==> config.mk <==
export PLATFORM = sky130hd
export DESIGN_NAME = dsw_scan
export DESIGN_NICKNAME = d
export VERILOG_FILES = /design/src/rtl/dsw_scan.sv
export SDC_FILE = /design/constraint.sdc
export NUM_CORES = 1
export LEC_CHECK = 0
export ABC_AREA = 1
export CORE_MARGIN = 3
export CORE_UTILIZATION = 50
export CTS_BUF_LIST = sky130_fd_sc_hd__clkbuf_2
export CTS_CLUSTER_SIZE = 30
export DETAILED_ROUTE_END_ITERATION = 10
export HOLD_SLACK_MARGIN = 0.06
export PLACE_DENSITY = 0.69
export SLEW_MARGIN = 10
export SYNTH_ARGS = -nofsm -noshare
export SYNTH_HDL_FRONTEND = slang
export SYNTH_SLANG_ARGS = --single-unit
export TNS_END_PERCENT = 5
==> constraint.sdc <==
create_clock -name clk -period 1.94 [get_ports clk]
set_clock_uncertainty 0.05 [all_clocks]
set_input_delay 0.582 -clock clk [delete_from_list [all_inputs] [get_ports clk]]
set_output_delay 0.582 -clock clk [all_outputs]
set_load 0.01 [all_outputs]
==> src/rtl/dsw_scan.sv <==
// DIP-switch reader for a 74HC165-style PISO register: periodic load, serial
// shift-in, multi-scan debounce, plus a config-done qualifier counted in scans.
module dsw_scan #(
    parameter int NBIT         = 8,
    parameter int SCAN_DIV     = 250000,
    parameter int CLK_HALF     = 1,
    parameter int DEB_CNT      = 3,
    parameter int DLY_SCANS    = 16,
    parameter int DLY_NEED_VLD = 1
) (
    input  logic            clk,
    input  logic            rst_n,
    input  logic            dsw_dat,
    input  logic            c_done,
    output logic            dsw_sht,
    output logic            dsw_clk,
    output logic [NBIT-1:0] dsw_on,
    output logic            dsw_vld,
    output logic            dsw_chg,
    output logic            dsw_tp,
    output logic            c_done_dly
);

    localparam int PW = (SCAN_DIV > 1) ? $clog2(SCAN_DIV) : 1;
    localparam int HW = (CLK_HALF > 1) ? $clog2(CLK_HALF) : 1;
    localparam int BW = (NBIT > 1) ? $clog2(NBIT) : 1;
    localparam int MW = $clog2(DEB_CNT + 1);
    localparam int DW = $clog2(DLY_SCANS + 1);

    localparam logic [PW-1:0] PER_LAST  = PW'(SCAN_DIV - 1);
    localparam logic [HW-1:0] HALF_LAST = HW'(CLK_HALF - 1);
    localparam logic [BW-1:0] BIT_LAST  = BW'(NBIT - 1);
    localparam logic [MW-1:0] MATCH_MAX = MW'(DEB_CNT - 1);
    localparam logic [DW-1:0] DLY_MAX   = DW'(DLY_SCANS);
    localparam logic          NEED_VLD  = (DLY_NEED_VLD != 0);

    typedef enum logic [1:0] {
        IDLE  = 2'd0,
        LOAD  = 2'd1,
        SHIFT = 2'd2,
        DONE  = 2'd3
    } state_t;

    state_t          state_q, state_d;
    logic [PW-1:0]   period_q, period_d;
    logic [HW-1:0]   half_q, half_d;
    logic            phase_q, phase_d;
    logic [BW-1:0]   bit_q, bit_d;
    logic            load_q, load_d;
    logic [NBIT-1:0] raw_q, raw_d;
    logic [NBIT-1:0] prev_q, prev_d;
    logic [MW-1:0]   match_q, match_d;
    logic [NBIT-1:0] on_q, on_d;
    logic            vld_q, vld_d;
    logic            chg_q, chg_d;
    logic            sht_q, sht_d;
    logic            sclk_q, sclk_d;
    logic            tp_q, tp_d;
    logic [DW-1:0]   dly_q, dly_d;
    logic            accept;

    // Free-running scan period counter, independent of the FSM.
    always_comb begin
        period_d = (period_q == PER_LAST) ? '0 : period_q + 1'b1;
    end

    always_comb begin
        state_d = state_q;
        half_d  = half_q;
        phase_d = phase_q;
        bit_d   = bit_q;
        load_d  = load_q;
        raw_d   = raw_q;
        case (state_q)
            IDLE: begin
                if (period_q == '0) begin
                    state_d = LOAD;
                    load_d  = 1'b0;
                end
            end
            LOAD: begin
                if (load_q) begin
                    state_d = SHIFT;
                    half_d  = '0;
                    phase_d = 1'b0;
                    bit_d   = '0;
                end else begin
                    load_d = 1'b1;
                end
            end
            SHIFT: begin
                if (half_q == HALF_LAST) begin
                    half_d  = '0;
                    phase_d = ~phase_q;
                    if (!phase_q) begin
                        // Last low-phase clock: register output is settled, sample it.
                        raw_d    = raw_q << 1;
                        raw_d[0] = ~dsw_dat;
                    end else if (bit_q == BIT_LAST) begin
                        state_d = DONE;
                    end else begin
                        bit_d = bit_q + 1'b1;
                    end
                end else begin
                    half_d = half_q + 1'b1;
                end
            end
            DONE: begin
                state_d = IDLE;
            end
            default: begin
                state_d = IDLE;
            end
        endcase
    end

    // Pin outputs are registered from the next state so dsw_clk is glitch-free.
    always_comb begin
        sht_d  = (state_d != LOAD);
        sclk_d = (state_d == SHIFT) && phase_d;
        tp_d   = (state_d == DONE);
    end

    always_comb begin
        match_d = match_q;
        prev_d  = prev_q;
        on_d    = on_q;
        vld_d   = vld_q;
        chg_d   = 1'b0;
        accept  = 1'b0;
        if (state_q == DONE) begin
            if (raw_q == prev_q) begin
                match_d = (match_q == MATCH_MAX) ? match_q : match_q + 1'b1;
            end else begin
                match_d = '0;
            end
            prev_d = raw_q;
            accept = (match_d == MATCH_MAX);
            if (accept) begin
                on_d  = raw_q;
                vld_d = 1'b1;
                chg_d = vld_q && (raw_q != on_q);
            end
        end
    end

    // Counts completed scans while c_done holds; any low level restarts it.
    always_comb begin
        dly_d = dly_q;
        if (!c_done) begin
            dly_d = '0;
        end else if (tp_q && (dly_q != DLY_MAX)) begin
            dly_d = dly_q + 1'b1;
        end
    end

    always_ff @(posedge clk or negedge rst_n) begin
        if (!rst_n) begin
            state_q  <= IDLE;
            period_q <= '0;
            half_q   <= '0;
            phase_q  <= 1'b0;
            bit_q    <= '0;
            load_q   <= 1'b0;
            raw_q    <= '0;
            prev_q   <= '0;
            match_q  <= '0;
            on_q     <= '0;
            vld_q    <= 1'b0;
            chg_q    <= 1'b0;
            sht_q    <= 1'b1;
            sclk_q   <= 1'b0;
            tp_q     <= 1'b0;
            dly_q    <= '0;
        end else begin
            state_q  <= state_d;
            period_q <= period_d;
            half_q   <= half_d;
            phase_q  <= phase_d;
            bit_q    <= bit_d;
            load_q   <= load_d;
            raw_q    <= raw_d;
            prev_q   <= prev_d;
            match_q  <= match_d;
            on_q     <= on_d;
            vld_q    <= vld_d;
            chg_q    <= chg_d;
            sht_q    <= sht_d;
            sclk_q   <= sclk_d;
            tp_q     <= tp_d;
            dly_q    <= dly_d;
        end
    end

    assign dsw_sht    = sht_q;
    assign dsw_clk    = sclk_q;
    assign dsw_on     = on_q;
    assign dsw_vld    = vld_q;
    assign dsw_chg    = chg_q;
    assign dsw_tp     = tp_q;
    // Combinational on c_done so the qualifier drops in the same cycle.
    assign c_done_dly = c_done && (dly_q == DLY_MAX) && (vld_q || !NEED_VLD);

endmodule

==> flow_summary_export.csv <==
group,metric,value,unit
job,max_cap_viol_count,0,
floorplanning,io_pins,18,
clock_tree,cts_htree_levels,3,
routing,vias_per_cell,4.885,
clock_tree,path_clk_slew,0.15,ns
global_route,grt_pass1_wl,10520,µm
logic_synthesis,synth_area,3172,µm²
floorplanning,start_util,0.5264,
sta,rsz0062_at_grt,"yes",
sta,worst_pin_slew,0.4814,ns
logic_synthesis,postSynthNetCount,430,
placed_design,place_area,3477,µm²
placed_design,port_buffers,17,
sta,layout_setup_ws,-0.1076,ns
critical_path,path_cells,"inv_2 > ha_4 > nand2_2 > inv_2 > nand3_2 > nor2_1 > buf_2",
finish,stdcell_area,3637,µm²
critical_path,critPathMaxStageDelay,0.41,ns
placed_design,hpwlAfterDp,4296,µm
critical_path,slowest_stage,"dfrtp_1",
logic_synthesis,synth_top_area_cell,"dfrtp_1",
finish,area_delta_synth_final,14.67,%
sta,setup_violations,1,
clock_tree,cts_buffer_depth,2,
finish,layout.nets,466,
global_route,grt_usage,0.1790,
critical_path,endpoint_kind,"primary output",
power,vdd_drop_max,0.4126,mV
floorplanning,core,6026,µm²
critical_path,reg2reg_slack,0.27,ns
placed_design,place_congestion,0.8750,
status,violations,"negative setup slack",
logic_synthesis,synth.distinct_cells,22,
routing,drc,0,
clock_tree,cts_tree,"built",
finish,n_antenna_cell,0,
finish,drive_gt1_frac,0.09430,
sta,final.period_utilization,1.055,
critical_path,crit_path_frequent_cell,"inv_2",
global_route,overflow,0,
logic_synthesis,synth_top_cell_area_share,0.4734,
routing,wl,6049,µm
global_route,grt_pass1_vias,2411,
logic_synthesis,yosysWarnings,0,
hold_path,hold_path.class,"register to register",
sta,fmax,488.4,MHz
logic_synthesis,synth.avg_cell_area,7.643,µm²
critical_path,crit_type,"register to primary output",
hold_path,hold_start,"bit_q[2]",
logic_synthesis,synth_seq_area_share,0.4817,
critical_path,startpoint,"dly_q[1]",
routing,firstDrtPassIters,5,
finish,fillers,544,
logic_synthesis,ys_async_sr_fraction,1.000,
routing,drt_iter0_markers,140,
floorplanning,die_x,85.65,µm
critical_path,cp.depth,7,
status,outcome,"complete, but fails checks",
routing,vias,2594,
clock_tree,cts_sinks,61,
sta,min_period,2.048,ns
routing,final_antenna_net_count,0,
logic_synthesis,synth_edf_count,0,
logic_synthesis,netlist_instances,415,
sta,max-slew-margin-rel,0.6783,
finish,multiInputGateArea,1390,µm²
critical_path,crit_path_max_fanout,2,
sta,slew_violations,0,
floorplanning,die_h,85.65,µm
floorplanning,die_area,7335,µm²
critical_path,r2r_cells,4,
critical_path,cp_top_family,"flip-flops",
critical_path,cp-start-kind,"register",
clock_tree,cts_buffers,9,
sta,hold_viol,0,
power,total_power,2299,µW
clock_tree,ctsRootBufferMaster,"clkbuf_2",
finish,final_common_cell,"nand2_1",
finish,final_cell_mix,"132 x nand2_1, 63 x inv_1, 60 x dfrtp_1",
critical_path,r2r-start,"state_q[0]",
clock_tree,worstSkewPairLatency,0.46,ns
critical_path,crit_required,1.31,ns
critical_path,worstPathArrival,1.42,ns
routing,routedWlPerCell,11.39,µm
power,p_per_area,632.1,nW/µm²
floorplanning,row_count,28,
critical_path,path_buf_inv,3,
power,p_leak,0.001947,µW
logic_synthesis,ys_ff_latch,61,
global_route,antenna_found_initial,0,
global_route,grt_max_degree,45,
logic_synthesis,yosys_most_used_dff,"dfrtp_1",
finish,regArea,1528,µm²
critical_path,rr_endpoint,"raw_q[4]",
critical_path,cp-endpoint,"c_done_dly",
logic_synthesis,synthTopCellsByArea,"dfrtp_1 47%, nand2_1 16%, inv_1 7.8%",
-- sequential cells by signal (all words and copies together) (netlist names) --
name / flops
period_q: 18
dsw_on: 8
prev_q: 8
raw_q: 8
dly_q: 5
bit_q: 3
match_q: 2
state_q: 2
dsw_chg: 1
dsw_clk: 1
dsw_sht: 1
dsw_tp: 1
dsw_vld: 1
load_q: 1
phase_q: 1
-- area by class of cell --
class                   count  share of cell area
flip-flops and latches     61              0.4200
multi-input cells         282              0.3822
inverters                  68             0.07018
repair buffers             29             0.06742
well taps                  75             0.02580
clock inverters             7             0.02202
clock buffers               9             0.01238
-- what timing repair did --
| action | 4_1_cts | 5_1_grt |
|---|---|---|
| gates cloned | 0 | 0 |
| pin swaps | 1 | 2 |
| setup endpoints to repair | 14 | 2 |
| resized for setup | 19 | 7 |
| hold endpoints to repair | 16 | 0 |
| hold buffers | 1 | 0 |
| buffers inserted | 1 | 3 |
-- layer usage --
| layer | global-route usage | vias up | share of wire |
|---|---|---|---|
| li1 | - | 1366 | - |
| met2 | 0.2775 | 49 | 0.45 |
| met1 | 0.2458 | 1170 | 0.50 |
| met5 | 0 | - | 0 |
| met4 | 0.08489 | 0 | 0.015 |
| met3 | 0.02882 | 9 | 0.038 |
-- logic make-up after synthesis --
group                    after synthesis  share of synthesized area
flip-flops                            61                     0.4817
AO/OA/AOI/OAI                         33                    0.05286
XOR/XNOR                              12                    0.03314
adder cells (fa/ha/maj)               11                    0.04339
AND/OR/NAND/NOR                      226                     0.3026
buffers and inverters                 72                    0.08639
-- worst min path at each step --
stage | end | cells past startpoint
final | bit_q[2] | 2
after global routing | period_q[0] | 2
after CTS | bit_q[2] | 2
after detailed placement | bit_q[2] | 2
after global placement | bit_q[1] | 2
after floorplan | bit_q[0] | 0
-- per-stage QoR --
stage	cells	setup WS (ns)	TNS, ns	utilization	hold slack [ns]
final	531	-0.1076	-0.1076	0.6036	0.4585
after detailed placement	510	-0.4335	-0.4335	0.5770	0.4330
after CTS	528	-0.2051	-0.2051	0.5982	0.4682
after floorplan	415	0.3775	0	-	0.2364
after global placement	510	-0.4402	-0.4402	0.5770	0.4214
after global routing	531	-0.2664	-0.2664	0.6036	0.5014
-- Yosys cell counts, drive strengths merged, types with 3 or more instances --
cell / n
nand2: 133
nand4: 10
nor2: 39
ha: 11
nand3: 28
nor3: 11
dfrtp: 60
or2: 3
o21ai: 28
xor2: 7
inv: 66
xnor2: 5
a21oi: 4
clkbuf: 3
-- power by group --
group | switching, µW | internal (µW) | total, µW
Clock | 438 | 409 | 847
Combinational | 74.5 | 59.6 | 134
Sequential | 23.4 | 1290 | 1320
-- worst min-delay path: stages (launching register included) --
cell	delay, ns
dfrtp_1	0.38
nand2_1	0.05
nand2_1	0.06
Note: power is estimated with default switching activity, not from simulation.
